--- src/rtl/m_regfile_sb.sv ---
// -----------------------------------------------------------------------------
// m_regfile_sb
//
// Datapath register file with a clear sequencer, per-register pending
// (scoreboard) bits and optional same-cycle write-to-read forwarding.
// Decode reads operands and marks destinations pending. Writeback writes
// results and retires the pending marks.
//
// After reset the sequencer spends NREG-1 cycles (CLEAR) zeroing registers
// 1..NREG-1, one per cycle. It then enters RUN and raises w_ready.
//
// Parameters
//   XLEN    data width in bits
//   NREG    register count (power of two, >= 2)
//   BYPASS  1: same-cycle write data / pending-clear forwarded to read ports
//
// Ports
//   w_clk               clock, all state changes on posedge
//   w_rst               synchronous active-high reset
//   w_rr1, w_rr2        read indices
//   w_rdata1, w_rdata2  read data (combinational)
//   w_pend1, w_pend2    pending status of w_rr1 / w_rr2 (combinational)
//   w_wr, w_we, w_wdata write port
//   w_iss_en, w_iss_rd  mark a destination pending
//   w_ready             high in RUN
// -----------------------------------------------------------------------------
module m_regfile_sb #(
    parameter int XLEN   = 32,
    parameter int NREG   = 32,
    parameter int BYPASS = 1,
    localparam int AW    = $clog2(NREG)
) (
    input  logic            w_clk,
    input  logic            w_rst,
    input  logic [AW-1:0]   w_rr1,
    input  logic [AW-1:0]   w_rr2,
    output logic [XLEN-1:0] w_rdata1,
    output logic [XLEN-1:0] w_rdata2,
    output logic            w_pend1,
    output logic            w_pend2,
    input  logic [AW-1:0]   w_wr,
    input  logic            w_we,
    input  logic [XLEN-1:0] w_wdata,
    input  logic            w_iss_en,
    input  logic [AW-1:0]   w_iss_rd,
    output logic            w_ready
);

    localparam logic [0:0]    ST_CLEAR = 1'b0;
    localparam logic [0:0]    ST_RUN   = 1'b1;
    localparam logic [AW-1:0] CNT_ONE  = AW'(1);
    localparam logic [AW-1:0] CNT_LAST = AW'(NREG - 1);
    localparam logic          BYP      = (BYPASS != 0);

    logic [0:0]      state_reg;
    logic [0:0]      state_next;
    logic [AW-1:0]   cnt_reg;
    logic [AW-1:0]   cnt_next;
    logic [NREG-1:0] pend_reg;
    logic [NREG-1:0] pend_set;
    logic [NREG-1:0] pend_clr;
    logic            running;

    // Single write port shared by the clear sequencer and writeback.
    logic            mem_we;
    logic [AW-1:0]   mem_waddr;
    logic [XLEN-1:0] mem_wdata;
    logic [XLEN-1:0] r_mem [NREG];

    assign running = (state_reg == ST_RUN);
    assign w_ready = running;

    // ------------------------------------------------------------------
    // Clear sequencer
    // ------------------------------------------------------------------
    always_comb begin
        state_next = state_reg;
        cnt_next   = cnt_reg;
        if (!running) begin
            cnt_next = cnt_reg + CNT_ONE;
            // The cycle that zeroes the last register also enters RUN.
            if (cnt_reg == CNT_LAST) begin
                state_next = ST_RUN;
            end
        end
    end

    always_ff @(posedge w_clk) begin
        if (w_rst) begin
            state_reg <= ST_CLEAR;
            cnt_reg   <= CNT_ONE;
        end else begin
            state_reg <= state_next;
            cnt_reg   <= cnt_next;
        end
    end

    // ------------------------------------------------------------------
    // Register storage. Index 0 is never written: the sequencer starts at 1
    // and writeback to 0 is dropped, and the read path forces 0 anyway.
    // ------------------------------------------------------------------
    always_comb begin
        mem_we    = 1'b0;
        mem_waddr = cnt_reg;
        mem_wdata = '0;
        if (!running) begin
            mem_we = 1'b1;
        end else if (!w_rst && w_we && (w_wr != '0)) begin
            mem_we    = 1'b1;
            mem_waddr = w_wr;
            mem_wdata = w_wdata;
        end
    end

    always_ff @(posedge w_clk) begin
        if (mem_we) begin
            r_mem[mem_waddr] <= mem_wdata;
        end
    end

    // ------------------------------------------------------------------
    // Pending bits. Set has priority over clear, so an issue and a write
    // to the same index on one edge leave the register pending.
    // ------------------------------------------------------------------
    generate
        for (genvar gi = 0; gi < NREG; gi++) begin : g_pend
            if (gi == 0) begin : g_zero
                assign pend_set[gi] = 1'b0;
                assign pend_clr[gi] = 1'b0;
            end else begin : g_idx
                assign pend_set[gi] = running & w_iss_en & (w_iss_rd == AW'(gi));
                assign pend_clr[gi] = running & w_we & (w_wr == AW'(gi));
            end
        end
    endgenerate

    always_ff @(posedge w_clk) begin
        if (w_rst) begin
            pend_reg <= '0;
        end else begin
            pend_reg <= (pend_reg & ~pend_clr) | pend_set;
        end
    end

    // ------------------------------------------------------------------
    // Read ports. The hit term forwards a same-cycle write, both its data
    // and its pending-clear. Outputs are held at 0 until RUN.
    // ------------------------------------------------------------------
    logic hit1;
    logic hit2;

    assign hit1 = BYP & w_we & (w_wr == w_rr1);
    assign hit2 = BYP & w_we & (w_wr == w_rr2);

    assign w_rdata1 = (!running || (w_rr1 == '0)) ? '0 :
                      hit1 ? w_wdata : r_mem[w_rr1];
    assign w_rdata2 = (!running || (w_rr2 == '0)) ? '0 :
                      hit2 ? w_wdata : r_mem[w_rr2];

    assign w_pend1 = running & pend_reg[w_rr1] & ~hit1;
    assign w_pend2 = running & pend_reg[w_rr2] & ~hit2;

endmodule

--- config.mk ---
export PLATFORM = sky130hd
export DESIGN_NAME = m_regfile_sb
export DESIGN_NICKNAME = d
export VERILOG_FILES = /design/src/rtl/m_regfile_sb.sv
export SDC_FILE = /design/constraint.sdc
export NUM_CORES = 1
export LEC_CHECK = 0
export CAP_MARGIN = 20
export CORE_MARGIN = 10
export CORE_UTILIZATION = 25
export DETAILED_ROUTE_END_ITERATION = 6
export SLEW_MARGIN = 20
export SYNTH_ARGS = -nofsm -noshare
export SYNTH_HDL_FRONTEND = slang
export SYNTH_SLANG_ARGS = --single-unit
--- constraint.sdc ---
create_clock -name w_clk -period 5.67 [get_ports w_clk]
set_clock_uncertainty 0.05 [all_clocks]
set_input_delay 1.701 -clock w_clk [delete_from_list [all_inputs] [get_ports w_clk]]
set_output_delay 1.701 -clock w_clk [all_outputs]
set_load 0.02 [all_outputs]
==> reports/qor.txt, run 1 <==
STA
-------------------------------------------------------------------------------
Endpoints failing hold ...........................................            0
Relative slew slack ..............................................        27.7%
Max-slew violation count .........................................            0
Slew at the pin closest to its max-slew limit ....................      1.08 ns
Endpoints failing setup ..........................................            0
Max Clock Freq ...................................................      178 MHz
Tcrit/Tclk final .................................................        99.2%
Setup repair after global routing missed its margin ..............         true
Setup TNS after final layout .....................................         0 ns
Worst setup margin ...............................................    0.0434 ns
Fin crit period ..................................................      5.63 ns
Final Hold Slack .................................................     0.443 ns

ROUTE
-------------------------------------------------------------------------------
Antenna Nets Post-Route ..........................................            0
Via count ........................................................        32982
Vias per std cell ................................................         5.26
Avg WL per Cell .................................................. 28.2 microns
Detailed-routing iteration count for the pre-antenna-repair pass .            6
Detailed Route WL ................................................ 177000 microns
Number of design rule violations left after detail routing .......            0
Detailed Route Iter0 Violations ..................................         3140

SYNTH
-------------------------------------------------------------------------------
YS warnings ......................................................            0
Post-synth ARST share ............................................           0%
Dominant register cell in the synthesized netlist ................ sky130_fd_sc_hd__edfxtp_1
Net count after synthesis ........................................         2999
Average instance area after synthesis ............................   17.3 sq um
Sequential-to-total area share from yosys stat ...................        61.8%
Cell area after technology mapping ............................... 0.0509 sq mm
Number of synthesized flops with an enable pin ...................         1024
Netlist cell types ...............................................           50
Flip-flop and latch count after synthesis ........................         1061
Mapped Cells .....................................................         2941

CELLS AND AREA
-------------------------------------------------------------------------------
Fraction of final layout cells sized beyond drive strength 1 .....        38.7%
Post-route cell area ............................................. 0.0646 sq mm
Flip-flop count of the largest register after layout .............         1024
Filler cell count in the final layout ............................        19409
Util after Layout ................................................        31.9%
Syn-to-layout area delta .........................................        26.8%
Post-Layout Cell Count ...........................................         6272
Final layout net count ...........................................         3573

CLOCK NETWORK
-------------------------------------------------------------------------------
Clock tree from TritonCTS ........................................         done
Clock Sinks ......................................................         1061
CTS root buf ..................................................... sky130_fd_sc_hd__clkbuf_16
Cts-stage hold buffer count ......................................            0
Worst-path clk slew ..............................................      0.06 ns
Level count of the clock H-tree ..................................            3
Total CTS buffers ................................................          100
Clock latency on the worst-skew pair .............................      0.71 ns
Maximum number of buffers from clock root to sink ................            3

STATUS
-------------------------------------------------------------------------------
Outcome .......................................................... finished, final reports clean

PLACE
-------------------------------------------------------------------------------
Placer Congestion ................................................        0.861
Post-detail-place hpwl ........................................... 114000 microns
Post-Place Worst Slack ...........................................    -0.802 ns
Number of instances in the placed design .........................         6049
I/O Buffers ......................................................          122
Total placed instance area ....................................... 0.0601 sq mm

CRITICAL PATH
-------------------------------------------------------------------------------
Worst endpoint required time .....................................      3.92 ns
Data arrival time of the critical path ...........................      3.88 ns
CP max FO ........................................................           16
Category of the worst setup path launch point .................... primary input
Class of the most critical setup path ............................ primary input to primary output
Critical path endpoint category .................................. primary output

PWR
-------------------------------------------------------------------------------
P_leak ...........................................................      20.8 nW
Cell-internal power ..............................................      13.6 mW
Power after layout ...............................................      17.7 mW
IR Drop Worst-Case VDD ...........................................   0.000248 V
Clock share of power .............................................        40.5%
Switching share of power .........................................        23.2%
Proportion of power drawn by flip-flops and latches ..............        49.1%
Proportion of power drawn by combinational gates .................        10.4%
PwrDens ..........................................................  273 mW/mm^2
P_sw .............................................................      4.09 mW

DIE
-------------------------------------------------------------------------------
Effective utilization at floorplan ...............................        25.2%
Horizontal die dimension .........................................  471 microns
Die Footprint ....................................................  0.222 sq mm
Die height .......................................................  471 microns
Count of pins on the block boundary ..............................          123
Area of the core region ..........................................  0.202 sq mm
Std-Cell Rows ....................................................          165

GLOBAL ROUTE
-------------------------------------------------------------------------------
Wire length of the first global-routing pass ..................... 248000 microns
Via count of the first global-routing pass .......................        33608
Aggregate global-route resource usage ............................        15.1%
Initial antenna violation count ..................................            2
Maximum number of pins on one net before global-route repair .....           38
Final global-route overflow total ................................            0

JOB
-------------------------------------------------------------------------------
Maximum Capacitance Violations ...................................            0

WORST HOLD PATH
-------------------------------------------------------------------------------
Worst min-delay path category .................................... flop to flop

## path summary, 6_finish.rpt
kind	endpoint	cells past startpoint	startpoint	slack, ns
max	w_rdata1[1]	9	w_rr1[0]	0.04
min	pend_reg[7]$_SDFF_PP0_	2	pend_reg[7]$_SDFF_PP0_	0.44
max reg2reg	r_mem[17][3]$_DFFE_PP_	6	w_ready$_SDFF_PP0_	2.49
min reg2reg	pend_reg[7]$_SDFF_PP0_	2	pend_reg[7]$_SDFF_PP0_	0.44
## routing by layer
layer | vias to the layer above | share of wire, % | global-route usage (%)
li1 | 13633 | - | -
met1 | 17485 | 36 | 17.4
met2 | 1450 | 51 | 27.0
met3 | 414 | 6.2 | 2.07
met4 | 0 | 6.4 | 8.68
met5 | - | 0 | 0
## power by group through the flow
stage | Combinational [mW] | Sequential (mW) | Clock [mW]
detailed placement | 1.76 | 8.84 | 0
CTS | 1.81 | 8.67 | 7.24
finish | 1.84 | 8.68 | 7.14
global route | 1.91 | 8.68 | 7.54
floorplan | 0.903 | 8.82 | 0
global placement | 1.76 | 8.84 | 0
## timing repair
item / 4_1_cts / 5_1_grt
pin swaps: 8 / 6
resized for setup: 257 / 89
endpoints found under the setup margin: 65 / 57
cloned: 2 / 3
setup buffers: 21 / 10
hold endpoints to repair: 0 / 0
## layout make-up
cell class              count  area (sq um)  area share [%]
diodes                      2          5.00         0.00775
multi-input cells        1623         18900            29.3
flip-flops and latches   1061         31500            48.8
clock inverters            63           767            1.19
repair buffers            721          7320            11.3
well taps                2672          3340            5.18
inverters                   8          32.5          0.0504
clock buffers             122          2670            4.13
## cells in the final DEF, fill, tap and decap left out, types with 62 or more instances in the layout
cell,count
sky130_fd_sc_hd__a221oi_1,110
sky130_fd_sc_hd__mux2_2,65
sky130_fd_sc_hd__a22oi_1,92
sky130_fd_sc_hd__mux4_2,374
sky130_fd_sc_hd__edfxtp_1,1024
sky130_fd_sc_hd__buf_12,128
sky130_fd_sc_hd__clkbuf_16,107
sky130_fd_sc_hd__a221o_1,62
sky130_fd_sc_hd__mux2i_1,293
sky130_fd_sc_hd__nor2_1,81
sky130_fd_sc_hd__buf_4,459
## cell usage after synthesis (all sizes together), types with 33 or more instances
library cell	instances	area share (%)
o21ai	96	0.94
a211oi	60	0.88
mux2i	293	5.8
clkbuf	111	0.83
mux2	65	1.4
mux4	374	17
a221oi	125	2.1
a21oi	64	0.63
a221o	62	1.2
nor2	118	0.88
and2	33	0.41
a22oi	95	1.4
buf	138	2.0
nand2	53	0.39
dfxtp	37	1.5
nor2b	44	0.54
edfxtp	1024	60
## worst max-delay path: stages
cell	delay, ns
sky130_fd_sc_hd__buf_8	0.16
sky130_fd_sc_hd__buf_12	0.20
sky130_fd_sc_hd__buf_4	0.20
sky130_fd_sc_hd__mux4_2	0.53
sky130_fd_sc_hd__a22oi_1	0.20
sky130_fd_sc_hd__o21ai_1	0.09
sky130_fd_sc_hd__buf_4	0.17
sky130_fd_sc_hd__a221o_1	0.30
sky130_fd_sc_hd__clkdlybuf4s15_2	0.26
## cells by family after synthesis
group / Yosys count / synth area share [%]
muxes: 732 / 23.7
AOI/OAI and AO/OA: 578 / 8.50
buffers and inverters: 257 / 2.86
xor gates and xnor gates: 12 / 0.206
DFF: 1061 / 61.8
and+or+nand+nor: 299 / 2.82
adders and majority gates: 2 / 0.0491
Power figures use the tool's default switching activity.
==> inputs of run 2 (changes only) <==
--- a/config.mk
+++ b/config.mk
@@ -6,8 +6,8 @@
 export NUM_CORES = 1
 export LEC_CHECK = 0
 export CAP_MARGIN = 20
-export CORE_MARGIN = 10
 export CORE_UTILIZATION = 25
+export CTS_CLUSTER_DIAMETER = 120
 export DETAILED_ROUTE_END_ITERATION = 6
 export SLEW_MARGIN = 20
 export SYNTH_ARGS = -nofsm -noshare
==> run 2 against run 1 <==
Via count increased by 0.31%. Hold slack better by 0.0012 ns. Combinational power hardly changed. Cell area fell by 0.14%. Cell count down 0.37%. Worst setup slack got worse by 0.0051 ns. Global-route usage rose by 1.4 points. Count of clock-buffer cells in the layout down 9. Sequential share of layout area increased by 0.066 points. First-iteration DRC count grew 21%.
==> reports/qor.txt, run 2 (synthesized netlist as in run 1, its figures left out) <==
STATUS
-------------------------------------------------------------------------------
Outcome .......................................................... finished, final reports clean

CELLS AND AREA
-------------------------------------------------------------------------------
Post-route cell area ............................................. 0.0645 sq mm   -0.14%
Filler cell count in the final layout ............................        19440   +0.16%
Fraction of final layout cells sized beyond drive strength 1 .....        37.7%   -0.98 points
Commonest non-fill, non-tap cell in the layout ................... sky130_fd_sc_hd__edfxtp_1
Commonest non-fill, non-tap cells in the layout .................. sky130_fd_sc_hd__edfxtp_1 (1024), sky130_fd_sc_hd__buf_4 (431), sky130_fd_sc_hd__mux4_2 (374)
Syn-to-layout area delta .........................................        26.6%
Final layout net count ...........................................         3553   -0.56%
Flip-flop count of the largest register after layout .............         1024   unchanged

ROUTE
-------------------------------------------------------------------------------
Avg WL per Cell .................................................. 28.0 microns   -0.65%
Number of design rule violations left after detail routing .......            0   unchanged
Antenna Nets Post-Route ..........................................            0   unchanged
Via count ........................................................        33083   +0.31%
Detailed-routing iteration count for the pre-antenna-repair pass .            6   unchanged
Vias per std cell ................................................         5.29   +0.68%
Detailed Route Iter0 Violations ..................................         3804   +21%
Detailed Route WL ................................................ 175000 microns   -1.0%

DIE
-------------------------------------------------------------------------------
Die height .......................................................  453 microns   -3.8%
Die Footprint ....................................................  0.206 sq mm   -7.5%
Std-Cell Rows ....................................................          165   unchanged
Area of the core region ..........................................  0.202 sq mm   unchanged
Horizontal die dimension .........................................  453 microns   -3.8%
Count of pins on the block boundary ..............................          123   unchanged
Effective utilization at floorplan ...............................        25.2%   unchanged

PLACE
-------------------------------------------------------------------------------
Post-Place Worst Slack ...........................................    -0.712 ns   +0.0901 ns
Placer Congestion ................................................        0.896   +4.1%
I/O Buffers ......................................................          122   unchanged
Post-detail-place hpwl ........................................... 113000 microns   -0.50%
Total placed instance area ....................................... 0.0598 sq mm   -0.55%

CRITICAL PATH
-------------------------------------------------------------------------------
Category of the worst setup path launch point .................... primary input
Worst endpoint required time .....................................      3.92 ns   about the same
Data arrival time of the critical path ...........................      3.88 ns   about the same
Worst reg-to-reg path cell count .................................            6   unchanged
Setup slack of the worst register-to-register path ...............      2.91 ns   +0.42 ns
CP max FO ........................................................           13   -3
Worst Setup SP ...................................................     w_rr2[0]
Largest stage delay on the critical path .........................      0.53 ns   about the same
Max stage delay cell, worst path ................................. sky130_fd_sc_hd__mux4_2
Crit path cell chain ............................................. buf_16 > buf_4 > buf_16 > mux4_2 > a22oi_2 > o21ai_1 > buf_4 > a221o_1 > dlygate4sd2_1
Class of the most critical setup path ............................ primary input to primary output
Critical path endpoint category .................................. primary output
Beginning of the worst register-to-register path ................. w_ready$_SDFF_PP0_

STA
-------------------------------------------------------------------------------
Slew at the pin closest to its max-slew limit ....................      1.08 ns   -0.00213 ns
Fin crit period ..................................................      5.63 ns   +0.00509 ns
Relative slew slack ..............................................        28.1%   +0.37 points
Max-slew violation count .........................................            0   unchanged
Final Hold Slack .................................................     0.444 ns   +0.00124 ns
Setup TNS after final layout .....................................         0 ns   unchanged
Tcrit/Tclk final .................................................        99.3%   about the same
Endpoints failing setup ..........................................            0   unchanged
Worst setup margin ...............................................    0.0383 ns   -0.00509 ns
Endpoints failing hold ...........................................            0   unchanged
Max Clock Freq ...................................................      178 MHz   about the same

GLOBAL ROUTE
-------------------------------------------------------------------------------
Initial antenna violation count ..................................            3   +1
Maximum number of pins on one net before global-route repair .....           38   unchanged
Via count of the first global-routing pass .......................        33683   +0.22%
Aggregate global-route resource usage ............................        16.5%   +1.4 points
Final global-route overflow total ................................            0   unchanged
Wire length of the first global-routing pass ..................... 246000 microns   -1.0%

WORST HOLD PATH
-------------------------------------------------------------------------------
WHS Path Cells ...................................................            2   unchanged
Worst min-delay path category .................................... flop to flop
Start point of the worst min-delay path .......................... pend_reg[22]$_SDFF_PP0_

CLOCK NETWORK
-------------------------------------------------------------------------------
Total CTS buffers ................................................           96   -4.0%
Worst-path clk slew ..............................................      0.07 ns   about the same
Clock Sinks ......................................................         1061   unchanged
Maximum number of buffers from clock root to sink ................            3   unchanged
Clock tree from TritonCTS ........................................         done
Clock latency on the worst-skew pair .............................      0.69 ns   -0.02 ns
CTS root buf ..................................................... sky130_fd_sc_hd__clkbuf_16
Cts-stage hold buffer count ......................................            0   unchanged
Level count of the clock H-tree ..................................            3   unchanged

PWR
-------------------------------------------------------------------------------
P_leak ...........................................................      20.8 nW   about the same
IR Drop Worst-Case VDD ...........................................   0.000284 V   +15%
Power after layout ...............................................      17.4 mW   -1.2%
PwrDens ..........................................................  270 mW/mm^2   -1.1%

JOB
-------------------------------------------------------------------------------
Maximum Capacitance Violations ...................................            0   unchanged

==> run 2: cell count changes in the layout (fill, tap and decap cells not counted), moves of 6 or more <==
cell                              delta
sky130_fd_sc_hd__clkinv_1            +8
sky130_fd_sc_hd__a211oi_4           -13
sky130_fd_sc_hd__a221oi_1            +9
sky130_fd_sc_hd__clkbuf_2           -22
sky130_fd_sc_hd__clkbuf_1            -6
sky130_fd_sc_hd__buf_6              +10
sky130_fd_sc_hd__buf_4              -28
sky130_fd_sc_hd__clkdlybuf4s15_1     +7
sky130_fd_sc_hd__mux2i_1             -6
sky130_fd_sc_hd__a211oi_2           +11
sky130_fd_sc_hd__a21oi_4            -12
sky130_fd_sc_hd__a21oi_1            +17
sky130_fd_sc_hd__buf_16             +12
sky130_fd_sc_hd__a221oi_2            -9
==> run 2: routing by layer <==
metal | up-vias | track usage (%) | share of wire (%) | wire length (microns)
li1 | 13639 | - | - | -
met1 | 17383 | 19.5 | 37 | 64000
met2 | 1635 | 28.5 | 50 | 87200
met3 | 426 | 2.33 | 7.0 | 12200
met4 | 0 | 9.89 | 6.5 | 11400
met5 | - | 0 | 0 | 0
==> run 2: path summary, 6_finish.rpt <==
kind,to
max,w_rdata2[29]
min,pend_reg[22]$_SDFF_PP0_
max reg2reg,r_mem[31][2]$_DFFE_PP_
min reg2reg,pend_reg[22]$_SDFF_PP0_
==> run 2: timing repair <==
item,in CTS,in global routing
gates cloned,6,5
setup buffers,23,31
pin swaps,17,14
setup endpoints to repair,66,57
gates resized for setup,256,71
==> run 2: critical path: cells and delay by family <==
kind | cells | cell delay (ns)
buf+inv | 5 | 0.97
mux | 1 | 0.53
compound gates | 3 | 0.65
==> run 2: cell type report <==
cell class | count | area [sq um] | share of cell area (%)
Antenna cell | 2 | 5.00 | 0.00776
Clock buffer | 113 | 2560 | 3.97
Clock inverter | 65 | 744 | 1.15
Inverter | 8 | 31.3 | 0.0485
Multi-Input combinational cell | 1623 | 18700 | 29.0
Sequential cell | 1061 | 31500 | 48.8
Tap cell | 2672 | 3340 | 5.18
Timing Repair Buffer | 705 | 7620 | 11.8
==> run 2: per-stage QoR <==
stage | util [%] | instances
2_1_floorplan | - | 2941
3_3_place_gp | 29.6 | 6004
3_5_place_dp | 29.6 | 6004
4_1_cts | 31.7 | 6211
5_1_grt | 31.9 | 6249
6_report | 31.9 | 6249
==> run 2: report_power, final <==
| group | switching (mW) | internal, mW |
|---|---|---|
| Clock | 2.99 | 3.96 |
| Sequential | 0.0582 | 8.61 |
| Combinational | 0.971 | 0.846 |
